--- src/rtl/cpu_sequencer_pkg.sv ---
// Shared definitions for the bus-CPU T-state sequencer:
// opcodes, control-word bit map, idle word and state encoding.
package cpu_seq_pkg;

   localparam logic [3:0] OP_NOP = 4'h0;
   localparam logic [3:0] OP_LDA = 4'h1;
   localparam logic [3:0] OP_ADD = 4'h2;
   localparam logic [3:0] OP_SUB = 4'h3;
   localparam logic [3:0] OP_STA = 4'h4;
   localparam logic [3:0] OP_LDI = 4'h5;
   localparam logic [3:0] OP_JMP = 4'h6;
   localparam logic [3:0] OP_JC  = 4'h7;
   localparam logic [3:0] OP_JZ  = 4'h8;
   localparam logic [3:0] OP_OUT = 4'hE;
   localparam logic [3:0] OP_HLT = 4'hF;

   localparam int CB_CP   = 14;
   localparam int CB_EP   = 13;
   localparam int CB_LP   = 12;
   localparam int CB_NLMA = 11;
   localparam int CB_NLMD = 10;
   localparam int CB_NCE  = 9;
   localparam int CB_NLR  = 8;
   localparam int CB_NLI  = 7;
   localparam int CB_NEI  = 6;
   localparam int CB_NLA  = 5;
   localparam int CB_EA   = 4;
   localparam int CB_SUB  = 3;
   localparam int CB_EU   = 2;
   localparam int CB_NLB  = 1;
   localparam int CB_NLO  = 0;

   localparam logic [14:0] CTRL_IDLE = 15'h0FE3;

   typedef enum logic [3:0] {
      S_WAIT = 4'd0,
      T1     = 4'd1,
      T2     = 4'd2,
      T3     = 4'd3,
      T4     = 4'd4,
      T5     = 4'd5,
      T6     = 4'd6,
      T7     = 4'd7,
      T8     = 4'd8,
      S_HALT = 4'd15
   } state_e;

   // Inverting a bit of the idle word asserts it, whatever its polarity.
   function automatic logic [14:0] flip(
      input logic [14:0] c,
      input int          b
   );
      return c ^ (15'd1 << b);
   endfunction

endpackage

--- src/rtl/cpu_sequencer_if.sv ---
// Sequencer-side bundle: IR opcode, ALU flags, step handshake
// in; control word, T-state and status out.
interface cpu_sequencer_if;

   logic [3:0]  opcode;
   logic        cf;
   logic        zf;
   logic        step_mode;
   logic        step_req;
   logic [14:0] ctrl;
   logic [2:0]  tstate;
   logic        step_ack;
   logic        halted;

   modport master (
      output opcode, cf, zf, step_mode, step_req,
      input  ctrl, tstate, step_ack, halted
   );

   modport slave (
      input  opcode, cf, zf, step_mode, step_req,
      output ctrl, tstate, step_ack, halted
   );

endinterface

--- src/rtl/cpu_seq_ucode.sv ---
// Combinational microcode: T-state, opcode and flags in,
// control word and last-state marker out.
module cpu_seq_ucode
   import cpu_seq_pkg::*;
#(
   parameter bit FIXED_LEN = 1'b0,
   parameter int MAX_T     = 6
) (
   input  logic [3:0]  opcode_i,
   input  state_e      t_i,
   input  logic        cf_i,
   input  logic        zf_i,
   output logic [14:0] ctrl_o,
   output logic        last_o
);

   logic       mem_rd;
   logic       jmp_tk;
   logic       is_ldi;
   logic       is_out;
   logic [3:0] lt;
   logic [3:0] tn;

   always_comb begin
      mem_rd = (opcode_i == OP_LDA) || (opcode_i == OP_ADD)
            || (opcode_i == OP_SUB) || (opcode_i == OP_STA);
      jmp_tk = (opcode_i == OP_JMP)
            || ((opcode_i == OP_JC) && cf_i)
            || ((opcode_i == OP_JZ) && zf_i);
      is_ldi = opcode_i == OP_LDI;
      is_out = opcode_i == OP_OUT;
      tn     = 4'(t_i);

      lt = 4'd3;
      unique case (opcode_i)
         OP_LDA:                         lt = 4'd5;
         OP_ADD, OP_SUB, OP_STA:         lt = 4'd6;
         OP_LDI, OP_JMP, OP_OUT, OP_HLT: lt = 4'd4;
         OP_JC, OP_JZ:                   lt = jmp_tk ? 4'd4 : 4'd3;
         default:                        lt = 4'd3;
      endcase

      ctrl_o = CTRL_IDLE;
      unique case (t_i)
         T1: ctrl_o = flip(flip(CTRL_IDLE, CB_EP), CB_NLMA);
         T2: ctrl_o = flip(CTRL_IDLE, CB_CP);
         T3: ctrl_o = flip(flip(CTRL_IDLE, CB_NCE), CB_NLI);
         T4: begin
            unique case (1'b1)
               mem_rd: ctrl_o = flip(flip(CTRL_IDLE, CB_NEI), CB_NLMA);
               is_ldi: ctrl_o = flip(flip(CTRL_IDLE, CB_NEI), CB_NLA);
               jmp_tk: ctrl_o = flip(flip(CTRL_IDLE, CB_NEI), CB_LP);
               is_out: ctrl_o = flip(flip(CTRL_IDLE, CB_EA), CB_NLO);
               default: ;
            endcase
         end
         T5: begin
            unique case (opcode_i)
               OP_LDA:         ctrl_o = flip(flip(CTRL_IDLE, CB_NCE), CB_NLA);
               OP_ADD, OP_SUB: ctrl_o = flip(flip(CTRL_IDLE, CB_NCE), CB_NLB);
               OP_STA:         ctrl_o = flip(flip(CTRL_IDLE, CB_EA), CB_NLMD);
               default: ;
            endcase
         end
         T6: begin
            unique case (opcode_i)
               OP_ADD: ctrl_o = flip(flip(CTRL_IDLE, CB_EU), CB_NLA);
               OP_SUB: ctrl_o = flip(flip(flip(CTRL_IDLE, CB_EU), CB_NLA), CB_SUB);
               OP_STA: ctrl_o = flip(CTRL_IDLE, CB_NLR);
               default: ;
            endcase
         end
         default: ;
      endcase

      // >= rather than == so a flag or opcode change mid-instruction
      // can never strand the counter past its end state.
      if (FIXED_LEN)
         last_o = tn >= 4'(MAX_T);
      else
         last_o = (tn >= lt) || (tn >= 4'(MAX_T));
   end

endmodule

--- src/rtl/cpu_sequencer.sv ---
// T-state sequencer top: state register, WAIT/HALT handling and
// single-step acknowledge around the microcode decoder.
module cpu_sequencer
   import cpu_seq_pkg::*;
#(
   parameter bit FIXED_LEN = 1'b0,
   parameter int MAX_T     = 6,
   parameter bit STEP_EN   = 1'b1
) (
   input logic            clk,
   input logic            rst,
   cpu_sequencer_if.slave bus
);

   state_e      state_q, state_d;
   logic        stepped_q, stepped_d;
   logic [14:0] uc_ctrl;
   logic        uc_last;
   logic        smode;
   logic        run;
   logic        hlt;
   logic        lst;
   logic [4:0]  drv;

   cpu_seq_ucode #(
      .FIXED_LEN (FIXED_LEN),
      .MAX_T     (MAX_T)
   ) u_ucode (
      .opcode_i (bus.opcode),
      .t_i      (state_q),
      .cf_i     (bus.cf),
      .zf_i     (bus.zf),
      .ctrl_o   (uc_ctrl),
      .last_o   (uc_last)
   );

   assign smode = STEP_EN && bus.step_mode;

   always_comb begin
      run       = (state_q != S_WAIT) && (state_q != S_HALT);
      hlt       = (state_q == T4) && (bus.opcode == OP_HLT);
      lst       = run && uc_last && !hlt;
      state_d   = state_q;
      stepped_d = stepped_q;
      unique case (1'b1)
         state_q == S_HALT: ;
         state_q == S_WAIT: begin
            if (bus.step_req) begin
               state_d   = T1;
               stepped_d = 1'b1;
            end
         end
         hlt: state_d = S_HALT;
         lst: begin
            state_d   = smode ? S_WAIT : T1;
            stepped_d = 1'b0;
         end
         default: state_d = state_e'(state_q + 4'd1);
      endcase
   end

   always_ff @(posedge clk) begin
      if (rst) begin
         state_q   <= smode ? S_WAIT : T1;
         stepped_q <= 1'b0;
      end else begin
         state_q   <= state_d;
         stepped_q <= stepped_d;
      end
   end

   assign bus.ctrl     = (rst || !run) ? CTRL_IDLE : uc_ctrl;
   assign bus.tstate   = run ? state_q[2:0] : 3'd0;
   assign bus.halted   = !rst && (state_q == S_HALT);
   assign bus.step_ack = STEP_EN && !rst && stepped_q
                      && (lst || hlt);

   assign drv = {bus.ctrl[CB_EP], ~bus.ctrl[CB_NCE],
                 ~bus.ctrl[CB_NEI], bus.ctrl[CB_EA],
                 bus.ctrl[CB_EU]};

   a_bus_one: assert property (@(posedge clk) disable iff (rst)
      $countones(drv) <= 1);

   a_t_max: assert property (@(posedge clk) disable iff (rst)
      !run || (4'(state_q) <= 4'(MAX_T)));

endmodule

--- src/flat_wrapper.sv ---
// flat-port wrapper written by rule: the top's interface ports become plain ports
module cpu_sequencer_flat import cpu_seq_pkg::*;
#(
   parameter bit FIXED_LEN = 1'b0,
   parameter int MAX_T     = 6,
   parameter bit STEP_EN   = 1'b1
)
  (clk, rst, bus_opcode, bus_cf, bus_zf, bus_step_mode, bus_step_req, bus_ctrl, bus_tstate, bus_step_ack, bus_halted);
  cpu_sequencer_if bus_i ();
  input logic clk;
  input logic rst;
  input wire logic [$bits(bus_i.opcode)-1:0] bus_opcode;
  input wire logic [$bits(bus_i.cf)-1:0] bus_cf;
  input wire logic [$bits(bus_i.zf)-1:0] bus_zf;
  input wire logic [$bits(bus_i.step_mode)-1:0] bus_step_mode;
  input wire logic [$bits(bus_i.step_req)-1:0] bus_step_req;
  output wire logic [$bits(bus_i.ctrl)-1:0] bus_ctrl;
  output wire logic [$bits(bus_i.tstate)-1:0] bus_tstate;
  output wire logic [$bits(bus_i.step_ack)-1:0] bus_step_ack;
  output wire logic [$bits(bus_i.halted)-1:0] bus_halted;
  assign bus_i.opcode = bus_opcode;
  assign bus_i.cf = bus_cf;
  assign bus_i.zf = bus_zf;
  assign bus_i.step_mode = bus_step_mode;
  assign bus_i.step_req = bus_step_req;
  assign bus_ctrl = bus_i.ctrl;
  assign bus_tstate = bus_i.tstate;
  assign bus_step_ack = bus_i.step_ack;
  assign bus_halted = bus_i.halted;
  cpu_sequencer #(.FIXED_LEN(FIXED_LEN), .MAX_T(MAX_T), .STEP_EN(STEP_EN)) u_core (.clk(clk), .rst(rst), .bus(bus_i));
endmodule
--- config.mk ---
export PLATFORM = sky130hd
export DESIGN_NAME = cpu_sequencer_flat
export DESIGN_NICKNAME = d
export VERILOG_FILES = /design/src/rtl/cpu_sequencer_pkg.sv /design/src/rtl/cpu_sequencer_if.sv /design/src/rtl/cpu_seq_ucode.sv /design/src/rtl/cpu_sequencer.sv /design/src/flat_wrapper.sv
export SDC_FILE = /design/constraint.sdc
export NUM_CORES = 1
export LEC_CHECK = 0
export CAP_MARGIN = 25
export CELL_PAD_IN_SITES_DETAIL_PLACEMENT = 1
export CELL_PAD_IN_SITES_GLOBAL_PLACEMENT = 1
export CORE_UTILIZATION = 30
export DETAILED_ROUTE_END_ITERATION = 12
export GPL_TIMING_DRIVEN = 0
export PLACE_DENSITY = 0.75
export RECOVER_POWER = 50
export REMOVE_ABC_BUFFERS = 1
export SKIP_CTS_REPAIR_TIMING = 1
export SYNTH_ARGS = -nofsm -noshare
export SYNTH_HDL_FRONTEND = slang
export SYNTH_SLANG_ARGS = --single-unit
--- constraint.sdc ---
create_clock -name clk -period 2.9 [get_ports clk]
set_input_delay 0.58 -clock clk [delete_from_list [all_inputs] [get_ports clk]]
set_output_delay 0.58 -clock clk [all_outputs]
set_load 0.005 [all_outputs]
### Yosys cells after proc, flatten, opt, wreduce, memory -nomap -nowiden

Index checks and enable logic that the tools add are counted.

| storage, ports and cells | value |
|---|---|
| flip-flop bits (word level) | 5 |
| output and inout port bits | 20 |
| logic and storage cells | 69 |

| operators by class | value |
|---|---|
| add/subtract/negate cells | 1 |
| magnitude comparators | 2 |
| eq/ne operators | 21 |
| muxes and demuxes | 14 |
| reduce and logical (&&, ||, !) cells | 29 |

Operator list:

| kind | number |
|---|---|
| one-hot mux 15 bit (6 select lines) | 1 |
| one-hot mux 13 bit (4 select lines) | 1 |
| one-hot mux 11 bit (3 select lines) | 1 |
| == test 4 x 3 -> 1 bit (second input constant) | 7 |
| one-hot mux 9 bit (3 select lines) | 1 |
| == test 4 x 2 -> 1 bit (second input constant) | 4 |
| == test 4 bit (second input constant) | 4 |
| one-hot mux 4 bit (4 select lines) | 1 |
| two-way mux 15 bit | 1 |
| one-hot mux 3 bit (4 select lines) | 1 |
| logical AND 1 bit | 9 |
| == test 4 x 1 -> 1 bit (second input constant) | 2 |
| logical OR 1 bit | 8 |
| two-way mux 4 bit | 2 |
| two-way mux 3 bit | 2 |
| adder 4 x 1 -> 4 bit (second input constant) | 1 |
| >= comparator 4 x 3 -> 1 bit (second input constant) | 1 |
| >= comparator 4 bit | 1 |
| logical NOT 4 bit | 1 |
| != test 2 bit (second input constant) | 2 |
| != test 4 bit (second input constant) | 1 |
| AND reduction 2 bit | 2 |
| nonzero test 4 bit | 1 |
| OR reduction 2 bit | 2 |
| other kinds (7) | 10 |

### Logic depth before layout (Yosys ltp)

Gate-level depths: netlist of the first run.

| logic depth | value |
|---|---|
| depth after elaboration | 12 |
| gate-level depth with buffers | 10 |
| depth with buffers taken out | 9 |

### Cells and area by module

From an unflattened synthesis of the first run, not the netlist that was laid out.

| unflattened totals | value |
|---|---|
| cell total of the unflattened synthesis | 137 |
| area total of the unflattened synthesis | 1052.3 um2 |

Modules (own cells, without submodules):

| module | times used | cells an instance | area each (um2) |
|---|---|---|---|
| cpu_seq_ucode | 1 | 80 | 539.3 |
| cpu_sequencer | 1 | 57 | 513.0 |

### Least setup slack after synthesis of the first run

No wires, ideal clock.

| timing | value |
|---|---|
| path type | input to output |
| start | in bus_opcode[0] |
| end | out bus_step_ack |
| data arrival time | 2.351 ns |
| setup slack | -0.031 ns |
| cell stages on the path | 10 |
| buffers on the path | 1 |
| path through | buf_2 -> or3b_2 -> a21oi_1 -> o21ai_0 -> nor2_1 -> ha_1 -> o21ai_0 -> o211a_1 -> o21ai_0 -> and3_1 |

| between the ends | value |
|---|---|
| cells in the longest elaborated chain, start to end | 12 |
| elaborated cells between the ends (all ways) | 27 |
| classes of those cells | order compare: 1; eq/ne: 10; mux: 2; reduce/logical: 14 |

Ends and longest elaborated chain:

| what | RTL line | text |
|---|---|---|
| start, declared | flat_wrapper.sv:12 | `input wire logic [$bits(bus_i.opcode)-1:0] bus_opcode;` |
| == test 4 x 3 -> 1 bit | cpu_seq_ucode.sv:28, cpu_seq_ucode.sv:35 |  |
| logical AND 1 bit | cpu_seq_ucode.sv:28 | `\|\| ((opcode_i == OP_JC) && cf_i)` |
| logical OR 1 bit | cpu_seq_ucode.sv:28 |  |
| logical OR 1 bit | cpu_seq_ucode.sv:29 | `\|\| ((opcode_i == OP_JZ) && zf_i);` |
| two-way mux 3 bit | cpu_seq_ucode.sv:39 | `OP_JC, OP_JZ: lt = jmp_tk ? 4'd4 : 4'd3;` |
| one-hot mux 3 bit (4 select lines) | cpu_seq_ucode.sv:35 | `unique case (opcode_i)` |
| >= comparator 4 bit | cpu_seq_ucode.sv:81 | `last_o = (tn >= lt) \|\| (tn >= 4'(MAX_T));` |
| logical OR 1 bit | cpu_seq_ucode.sv:81 |  |
| logical AND 1 bit (2 in a row) | cpu_sequencer.sv:42 | `lst = run && uc_last && !hlt;` |
| logical OR 1 bit (*) | cpu_sequencer.sv:76 | `&& (lst \|\| hlt);` |
| logical AND 1 bit (*) | cpu_sequencer.sv:76 |  |
| end, declared | flat_wrapper.sv:19 | `output wire logic [$bits(bus_i.step_ack)-1:0] bus_step_ack;` |

Mark *: on every way between the ends. The rest lies on a longest branch, timed or not.

### Worst setup path after layout of the first run

Same ends and word-level chain as after synthesis.

==> results of run 1 <==
==> registers in the layout, indices dropped and copies added (netlist names) <==
register,cells
u_core.state_q,4
u_core.stepped_q,1
==> cells by family (layout without fill, tap and decap cells) <==
group | Yosys count | count (layout)
AOI/OAI and AO/OA | 37 | 37
xor gates and xnor gates | 2 | 2
adders and majority gates | 7 | 7
buffers and inverters | 15 | 56
DFF | 5 | 5
muxes | 3 | 3
and+or+nand+nor | 63 | 63
==> worst max-delay path, delay by kind of cell <==
| kind | cells | cell delay, ns |
|---|---|---|
| compound gates | 5 | 0.66 |
| simple gates | 2 | 0.57 |
| buf+inv | 3 | 0.41 |
| fa+ha+maj | 1 | 0.28 |
==> path summary, 6_finish.rpt <==
path | start | end | depth (start not counted)
worst max-delay path | bus_opcode[0] | bus_step_ack | 11
worst min-delay path | u_core.stepped_q$_SDFFE_PP0P_ | u_core.stepped_q$_SDFFE_PP0P_ | 2
worst max register to register | u_core.state_q[1]$_SDFFCE_PP0P_ | u_core.state_q[0]$_DFFE_PP_ | 8
worst min register to register | u_core.stepped_q$_SDFFE_PP0P_ | u_core.stepped_q$_SDFFE_PP0P_ | 2
==> final cells by class <==
class / count / area, µm²
Clock buffer: 4 / 26.3
Tap cell: 44 / 55.1
Inverter: 4 / 17.5
Sequential cell: 5 / 140
Fill cell: 367 / 1490
Multi-Input combinational cell: 112 / 891
Timing Repair Buffer: 48 / 462
==> metrics by stage <==
stage / TNS (ns) / area, µm²
finish: -0.235 / 1590
global route: -0.508 / 1590
CTS: -6.37 / 1290
detailed placement: -6.20 / 1260
global placement: -5.50 / 1260
floorplan: 0 / 917
==> layer usage <==
| metal | GRT usage | up-vias |
|---|---|---|
| li1 | - | 575 |
| met1 | 0.262 | 570 |
| met2 | 0.294 | 27 |
| met3 | 0.0131 | 2 |
| met4 | 0.0306 | 0 |
| met5 | 0 | - |
==> cell usage after synthesis, types with 2 or more instances <==
cell type	n
nor2_1	12
nor3_1	9
inv_1	4
nand2_1	4
ha_1	7
or2_2	3
clkbuf_1	5
nor4b_1	2
and2_1	6
and3_1	2
nand2b_1	3
buf_6	2
nand3b_1	3
mux2i_1	3
nor4bb_1	2
o21a_1	2
o21ai_0	11
xnor2_1	2
buf_2	3
a21oi_1	10
o211ai_1	3
nor2b_1	4
or3_1	2
nor4_1	3
edfxtp_1	4
==> power by group <==
group          switching [mW]  internal (mW)  total, mW
Combinational           0.511          0.564       1.07
Clock                  0.0290         0.0521     0.0811
Sequential             0.0571          0.119      0.176
Total                   0.597          0.735       1.33
==> results.sh, run 1 <==
export IMPL_root_buffer="clkbuf_4"
export IMPL_ys_warn_count=0
export IMPL_finish_utilization=0.517
export IMPL_dp_cells=194
export IMPL_crit_chain="buf_4, or3b_4, a21oi_2, o21ai_2, buf_4, ha_1, o21ai_2, o211a_1, o21ai_1, and3_1, clkbuf_2"
export IMPL_antenna_found_initial=0
export IMPL_ys_ff_latch=5
export IMPL_crit_arrival_ns=2.49
export IMPL_clock_fmax_mhz=325
export IMPL_rrSetupSlack_ns=0.73
export IMPL_synth_top_family_by_area="simple AND/OR/NAND/NOR gates"
export IMPL_cts_reportedPaths_clkPinSlew_ns=0.04
export IMPL_highest_layer="met4"
export IMPL_syn2layout_area_growth_pct=62.2
export IMPL_final_cells=217
export IMPL_grt_pass1_wl_um=4980
export IMPL_clock_sinks=5
export IMPL_worstSkewPairLatency_ns=0.24
export IMPL_slew_violations=0
export IMPL_finalCriticalPeriod_ns=3.07
export IMPL_crit_type="in2out"
export IMPL_muxShareOfSynthArea=0.0306
export IMPL_yosys_area_share_xor_xnor=0.0179
export IMPL_relSlewSlack=0.659
export IMPL_crit_path_max_incr_delay_ns=0.41
export IMPL_synth_edf_count=4
export IMPL_dieArea_um2=3500
export IMPL_total_leakage_power_nw=0.629
export IMPL_row_count=20
export IMPL_powerDensity_nw_per_um2=837
export IMPL_setup_viol=2
export IMPL_final_antenna_net_count=0
export IMPL_num_antenna_cells=0
export IMPL_met3_length_um=110
export IMPL_numCtsBuffers=3
export IMPL_grt_pass1_vias=1046
export IMPL_cp_required_ns=2.32
export IMPL_synth_top_cell_by_area="edfxtp_1"
export IMPL_firstDrtPassIters=4
export IMPL_via_per_inst=5.41
export IMPL_die_w_um=59.2
export IMPL_finalWirelength_um=3490
export IMPL_dpl_worst_slack_ns=-1.29
export IMPL_fin_nets=191
export IMPL_wl_met2_um=1770
export IMPL_layout_commonest_cell="buf_4"
export IMPL_worstHoldPathType="reg2reg"
export IMPL_routabilityCongestion=0.813
export IMPL_violations="negative setup slack"
export IMPL_drive_above_1_share=0.306
export IMPL_netlist_instances=132
export IMPL_dp_hpwl_um=2330
export IMPL_start_kind="primary input"
export IMPL_ys_seq_area_frac=0.143
export IMPL_vias=1174
export IMPL_drv_cap=0
export IMPL_synth_compound_area_frac=0.245
export IMPL_ios=30
export IMPL_netlist_area_um2=981
export IMPL_grtUsageTotal=0.180
export IMPL_holdWs_ns=0.464
export IMPL_rsz0062_at_grt="yes"
export IMPL_syn_avg_cell_area_um2=7.43
export IMPL_vdd_drop_max_v=0.000424
export IMPL_worst_pin_slew_ns=0.510
export IMPL_drt_iter0_markers=40
export IMPL_port_buffers=29
export IMPL_ys_flop_type="edfxtp_1"
export IMPL_yosys_area_share_simple=0.394
export IMPL_crit_path_end_kind="output port"
export IMPL_path_max_fanout=11
export IMPL_core_um2=3080
export IMPL_power_total_mw=1.33
export IMPL_synth_fa_ha_area_frac=0.0893
export IMPL_grt_overflow_total=0
export IMPL_clock_path_buffers=2
export IMPL_status="finished, violations left"
export IMPL_drc=0
export IMPL_met1Wirelength_um=1590
export IMPL_critPathSlowestCell="or3b_4"
export IMPL_start_util=0.319
export IMPL_fin_ws_ns=-0.175
export IMPL_wl_per_cell_um=16.1
export IMPL_synth_async_reset_ratio=0
export IMPL_final_cell_mix="buf_4 (19), dlymetal6s2s_1 (13), nor2_1 (11), clkdlybuf4s50_1 (11)"
export IMPL_period_share=1.06
export IMPL_ys_types=46
export IMPL_htree_levels=1
export IMPL_netlist_area_leader_share=0.122
export IMPL_cts_tree="built"
export IMPL_synth_area_top_cells="edfxtp_1 (12%), ha_1 (8.9%), o21ai_0 (5.6%), a21oi_1 (5.1%), nor3_1 (4.6%)"
export IMPL_report_final_hold_viol_count=0
export IMPL_die_h_um=59.2
export IMPL_finalClockSkew_ns=0.000998
export IMPL_grt_max_degree=21
(Power assumes the default switching activity.)
==> inputs of run 2 (changes only) <==
ABC_AREA = 1   (was not set)
CORE_UTILIZATION = 28   (was 30)
PLACE_DENSITY = 0.74   (was 0.75)
==> run 2 against run 1 <==
The flow now finishes without violations. Hold slack gained 0.052 ns. Critical path depth grew 7. Fmax grew 8.3%. Clock skew is essentially flat. Power shrank 2.2%. Final cell count grew 8.8%. Largest power group unchanged. Cell area shrank 5.0%. Routed wire length shrank 4.9%. Count of clock-buffer cells in the layout is the same. Synthesized area shrank 2.2%. First-iteration DRC count shrank 78%.
==> results.sh, run 2 <==
export IMPL_start_util=0.304
export IMPL_root_buffer="clkbuf_4"
export IMPL_holdCritStartpoint="u_core.stepped_q$_SDFFE_PP0P_"
export IMPL_core_um2=3150
export IMPL_synth_edf_count=4
export IMPL_wl_per_cell_um=14.0
export IMPL_regMostFlops="u_core.state_q"
export IMPL_ys_seq_area_frac=0.146
export IMPL_dpl_cell_area_um2=1300
export IMPL_grt_pass1_wl_um=5080
export IMPL_crit_type="in2out"
export IMPL_drt_iter0_markers=9
export IMPL_layout_commonest_cell="nand2_1"
export IMPL_ys_types=29
export IMPL_via_per_inst=4.88
export IMPL_worstSkewPairLatency_ns=0.25
export IMPL_synth_area_top_cells="edfxtp_1 (13%), inv_1 (11%), nand2_1 (10%), ha_1 (9.1%), nor2_4 (8.2%)"
export IMPL_worstHoldPathType="reg2reg"
export IMPL_cp_required_ns=2.32
export IMPL_report_final_hold_viol_count=0
export IMPL_slew_violations=0
export IMPL_dp_cells=224
export IMPL_critPathSlowestCell="ha_1"
export IMPL_design_area_um2=1510
export IMPL_total_leakage_power_nw=0.681
export IMPL_grt_pass1_vias=1133
export IMPL_drv_cap=0
export IMPL_synth_top_cell_by_area="edfxtp_1"
export IMPL_p_switching_uw=674
export IMPL_vdd_drop_max_v=0.000371
export IMPL_crit_arrival_ns=2.26
export IMPL_drive_above_1_share=0.339
export IMPL_crit_buf_inv=5
export IMPL_syn_avg_cell_area_um2=6.31
export IMPL_regArea_um2=140
export IMPL_grt_max_degree=9
export IMPL_ys_ff_latch=5
export IMPL_finalWirelength_um=3320
export IMPL_port_buffers=29
export IMPL_grt_overflow_total=0
export IMPL_grtUsageTotal=0.183
export IMPL_vias=1152
export IMPL_cpMostUsedCell="nand2_1"
export IMPL_rrSetupSlack_ns=0.80
export IMPL_crit_path_max_incr_delay_ns=0.27
export IMPL_cts_tree="built"
export IMPL_fillCellCount=425
export IMPL_intPower_uw=628
export IMPL_netlist_area_leader_share=0.125
export IMPL_period_share=0.979
export IMPL_fin_nets=210
export IMPL_die_h_um=60.5
export IMPL_antenna_found_initial=0
export IMPL_pwr_share_comb=0.806
export IMPL_rsz0062_at_grt="yes"
export IMPL_path_max_fanout=3
export IMPL_clock_fmax_mhz=352
export IMPL_finalCriticalPeriod_ns=2.84
export IMPL_row_count=20
export IMPL_die_w_um=60.5
export IMPL_netlist_instances=152
export IMPL_routabilityCongestion=0.815
export IMPL_final_cell_mix="nand2_1 (24), clkdlybuf4s50_1 (22), inv_1 (21), nor2_1 (13), nand3_1 (11)"
export IMPL_clock_sinks=5
export IMPL_switching_share=0.518
export IMPL_power_frac_seq=0.128
export IMPL_yosysMostFrequentCell="inv_1"
export IMPL_hold_depth=2
export IMPL_setup_viol=0
export IMPL_critPathTopFamily="simple AND/OR/NAND/NOR gates"
export IMPL_finalClockSkew_ns=0.000563
export IMPL_powerDensity_nw_per_um2=862
export IMPL_pwr_share_clk=0.066
export IMPL_numCtsBuffers=3
export IMPL_clock_path_buffers=2
export IMPL_crit_chain="buf_8, inv_6, nor2_4, inv_4, nor3_4, nor2_2, nand2_4, o21ai_2, ha_1, inv_1, nand2_1, nand2_1, nand2_1, nand2_1, nand2_2, nand2_4, a21oi_2, buf_2"
export IMPL_synth_async_reset_ratio=0
export IMPL_largest_reg_flops=4
export IMPL_htree_levels=1
export IMPL_final_antenna_net_count=0
export IMPL_drc=0
export IMPL_syn2layout_area_growth_pct=57.5
export IMPL_netlist_area_um2=960
export IMPL_largest_registers="u_core.state_q x4, u_core.stepped_q x1"
export IMPL_worst_pin_slew_ns=0.356
export IMPL_num_antenna_cells=0
export IMPL_r2r_start="u_core.state_q[0]$_DFFE_PP_"
export IMPL_dp_hpwl_um=2460
export IMPL_multi_input_area_um2=805
export IMPL_ys_top_cells_by_count="inv_1 (28), nand2_1 (26), nor2_1 (18)"
export IMPL_dieArea_um2=3670
export IMPL_ios=30
export IMPL_ys_flop_type="edfxtp_1"
export IMPL_crit_path_end_kind="output port"
export IMPL_final_cells=236
export IMPL_reg2reg_depth=12
export IMPL_power_total_mw=1.30
export IMPL_relSlewSlack=0.762
export IMPL_reg2reg_to="u_core.state_q[0]$_DFFE_PP_"
export IMPL_status="complete, no violations"
export IMPL_start_kind="primary input"
export IMPL_firstDrtPassIters=5
export IMPL_finish_utilization=0.479
export IMPL_hold_end="u_core.stepped_q$_SDFFE_PP0P_"
export IMPL_ys_warn_count=0
export IMPL_cts_reportedPaths_clkPinSlew_ns=0.05
run 2: per-stage QoR:
step	hold WS, ns	worst slack, ns	TNS (ns)
2_1_floorplan	0.463	0.391	0
3_3_place_gp	0.482	-0.896	-1.48
3_5_place_dp	0.501	-0.939	-1.86
4_1_cts	0.513	-0.961	-1.74
5_1_grt	0.549	-0.134	-0.205
6_report	0.515	0.0596	0
run 2: metal layers:
layer  track usage  up-vias  share of wire
met2         0.353       31           0.56
met5             0        -              0
met3        0.0128        7          0.026
li1              -      577              -
met4        0.0487        0          0.014
met1         0.217      537           0.40
run 2: worst register-to-register path, stage by stage, from the launching register on:
cell      delay, ns
edfxtp_1       0.45
inv_2          0.12
ha_2           0.23
inv_1          0.09
nor2_4         0.18
buf_4          0.15
buf_4          0.11
nor2_2         0.04
nand2_2        0.09
nand2_4        0.06
buf_4          0.15
nand3_1        0.07
nand3_1        0.10
run 2: layout make-up:
class / instances / area share
timing repair buffer: 37 / 0.235
multi-input combinational: 114 / 0.532
tap: 44 / 0.0364
clock buffer: 4 / 0.0174
sequential: 5 / 0.0927
inverter: 32 / 0.0861
run 2: worst max path at each step:
stage	to	cells past startpoint	start
after floorplan	bus_step_ack	16	bus_opcode[2]
after global placement	bus_step_ack	15	bus_opcode[0]
after detailed placement	bus_step_ack	15	bus_opcode[0]
after CTS	bus_step_ack	15	bus_opcode[0]
after global routing	bus_step_ack	18	bus_opcode[2]
final	bus_step_ack	18	bus_opcode[2]
run 2: power groups by stage:
stage,logic [mW],registers [mW],clock network [mW]
global placement,0.908,0.161,0
global route,1.16,0.171,0.0906
CTS,0.945,0.163,0.0873
detailed placement,0.938,0.164,0
finish,1.05,0.167,0.0854
floorplan,0.624,0.152,0
run 2: cell families after synthesis:
family	Yosys count	synth area share
xor+xnor	1	0.00913
buf+inv	33	0.129
flops	5	0.146
simple gates	87	0.503
compound gates	19	0.121
fa+ha+maj	7	0.0913
==> inputs of run 3 (changes only) <==
REMOVE_ABC_BUFFERS = not set   (was 1)
SETUP_SLACK_MARGIN = 0.5   (was not set)
==> run 3 against run 2 <==
Cell area grew 18%. Global-route usage shrank 1.1 points. Clock power shrank 4.7%. Hold slack lost 0.019 ns. Clock skew grew 0.0032 ns. Power grew 35%. Sequential power shrank 5%. Worst setup slack lost 0.042 ns. Final cell count grew 11%. Flip-flop and latch count is the same. Routed wire length grew 35%. Utilization grew 8.4 points. Critical endpoint unchanged. Largest power group unchanged.
==> results.sh, run 3 (synthesis gave the netlist of run 2 again) <==
export IMPL_worstHoldPathType="reg2reg"
export IMPL_relSlewSlack=0.710
export IMPL_finalCriticalPeriod_ns=2.88
export IMPL_dp_cells=224
export IMPL_start_kind="primary input"
export IMPL_vias=1292
export IMPL_report_final_hold_viol_count=0
export IMPL_wl_per_cell_um=17.1
export IMPL_rsz0062_at_grt="yes"
export IMPL_clock_sinks=5
export IMPL_dp_hpwl_um=2450
export IMPL_antenna_found_initial=0
export IMPL_cp_required_ns=2.32
export IMPL_regArea_um2=140
export IMPL_finalClockSkew_ns=0.00381
export IMPL_numCtsBuffers=3
export IMPL_dpl_cell_area_um2=1310
export IMPL_fillCellCount=400
export IMPL_die_h_um=60.5
export IMPL_finish_utilization=0.563
export IMPL_num_antenna_cells=0
export IMPL_grt_max_degree=9
export IMPL_total_leakage_power_nw=0.899
export IMPL_slew_violations=0
export IMPL_htree_levels=1
export IMPL_core_um2=3150
export IMPL_clock_path_buffers=2
export IMPL_largest_registers="u_core.state_q x4, u_core.stepped_q x1"
export IMPL_final_antenna_net_count=0
export IMPL_final_cell_mix="buf_4 (28), nand2_1 (23), inv_1 (16), nor2_1 (12), inv_2 (12)"
export IMPL_routabilityCongestion=0.821
export IMPL_status="complete, no violations"
export IMPL_drv_cap=0
export IMPL_grt_pass1_wl_um=4890
export IMPL_largest_reg_flops=4
export IMPL_vdd_drop_max_v=0.000427
export IMPL_drive_above_1_share=0.512
export IMPL_period_share=0.994
export IMPL_port_buffers=28
export IMPL_syn2layout_area_growth_pct=85.1
export IMPL_grt_overflow_total=0
export IMPL_worst_pin_slew_ns=0.434
export IMPL_design_area_um2=1780
export IMPL_crit_path_end_kind="output port"
export IMPL_start_util=0.304
export IMPL_grtUsageTotal=0.173
export IMPL_firstDrtPassIters=4
export IMPL_grt_pass1_vias=1133
export IMPL_path_max_fanout=3
export IMPL_root_buffer="clkbuf_4"
export IMPL_multi_input_area_um2=901
export IMPL_die_w_um=60.5
export IMPL_regMostFlops="u_core.state_q"
export IMPL_dieArea_um2=3670
export IMPL_cts_reportedPaths_clkPinSlew_ns=0.05
export IMPL_postSynthNetCount=169
export IMPL_drt_iter0_markers=30
export IMPL_layout_commonest_cell="buf_4"
export IMPL_finalWirelength_um=4460
export IMPL_holdWs_ns=0.496
export IMPL_ios=30
export IMPL_setup_viol=0
export IMPL_via_per_inst=4.95
export IMPL_cts_tree="built"
export IMPL_fin_nets=235
export IMPL_row_count=20
export IMPL_crit_arrival_ns=2.30
export IMPL_worstSkewPairLatency_ns=0.24
export IMPL_powerDensity_nw_per_um2=990
export IMPL_clock_fmax_mhz=347
export IMPL_crit_type="in2out"
export IMPL_drc=0
export IMPL_final_cells=261
## run 3: cell count changes in the layout (fill, tap and decap cells not counted), moves of 5 or more
cell	before	now
dlymetal6s2s_1	2	7
inv_1	21	16
buf_6	2	8
buf_4	9	28
clkdlybuf4s50_1	22	4
buf_2	1	10
## run 3: final cells by class
class                           instances  share of cell area
Timing Repair Buffer                   61               0.292
Tap cell                               44              0.0310
Inverter                               32              0.0746
Sequential cell                         5              0.0789
Clock buffer                            4              0.0148
Multi-Input combinational cell        114               0.507
Buffer                                  1             0.00211
## run 3: critical path: stages
cell     delay (ns)
buf_8          0.08
inv_4          0.04
nor2_4         0.17
inv_4          0.07
nor3_4         0.20
nor2_2         0.07
nand2_4        0.10
o21ai_2        0.06
ha_1           0.28
inv_1          0.03
nand2_1        0.05
nand2_1        0.05
nand2_1        0.07
nand2_1        0.06
nand2_2        0.09
nand2_4        0.06
a21oi_2        0.13
buf_2          0.12
## run 3: worst paths after layout
| kind | from | endpoint | slack [ns] | cells past startpoint |
|---|---|---|---|---|
| worst min-delay path | u_core.stepped_q$_SDFFE_PP0P_ | u_core.stepped_q$_SDFFE_PP0P_ | 0.50 | 2 |
| worst min register to register | u_core.stepped_q$_SDFFE_PP0P_ | u_core.stepped_q$_SDFFE_PP0P_ | 0.50 | 2 |
| worst max-delay path | bus_opcode[2] | bus_step_ack | 0.02 | 18 |
| worst max register to register | u_core.state_q[0]$_DFFE_PP_ | u_core.state_q[0]$_DFFE_PP_ | 0.80 | 15 |
## run 3: power by group
group / leakage, nW / switching [mW] / internal [mW]
clock: 0.0150 / 0.0293 / 0.0521
sequential: 0.0538 / 0.0409 / 0.117
combinational: 0.830 / 0.825 / 0.695
total: 0.899 / 0.895 / 0.864
## run 3: metal layers
| metal | GRT usage | part of all wire |
|---|---|---|
| met4 | 0.0292 | 0.022 |
| met1 | 0.212 | 0.39 |
| met5 | 0 | 0 |
| met2 | 0.334 | 0.56 |
| met3 | 0.00853 | 0.026 |
## run 3: through the flow
stage	setup TNS, ns	setup slack (ns)	total power [mW]
finish	0	0.0174	1.76
global placement	-1.04	-0.815	1.07
global route	-0.135	-0.135	1.89
CTS	-1.44	-0.891	1.18
detailed placement	-1.60	-0.868	1.09
floorplan	0	0.477	0.782
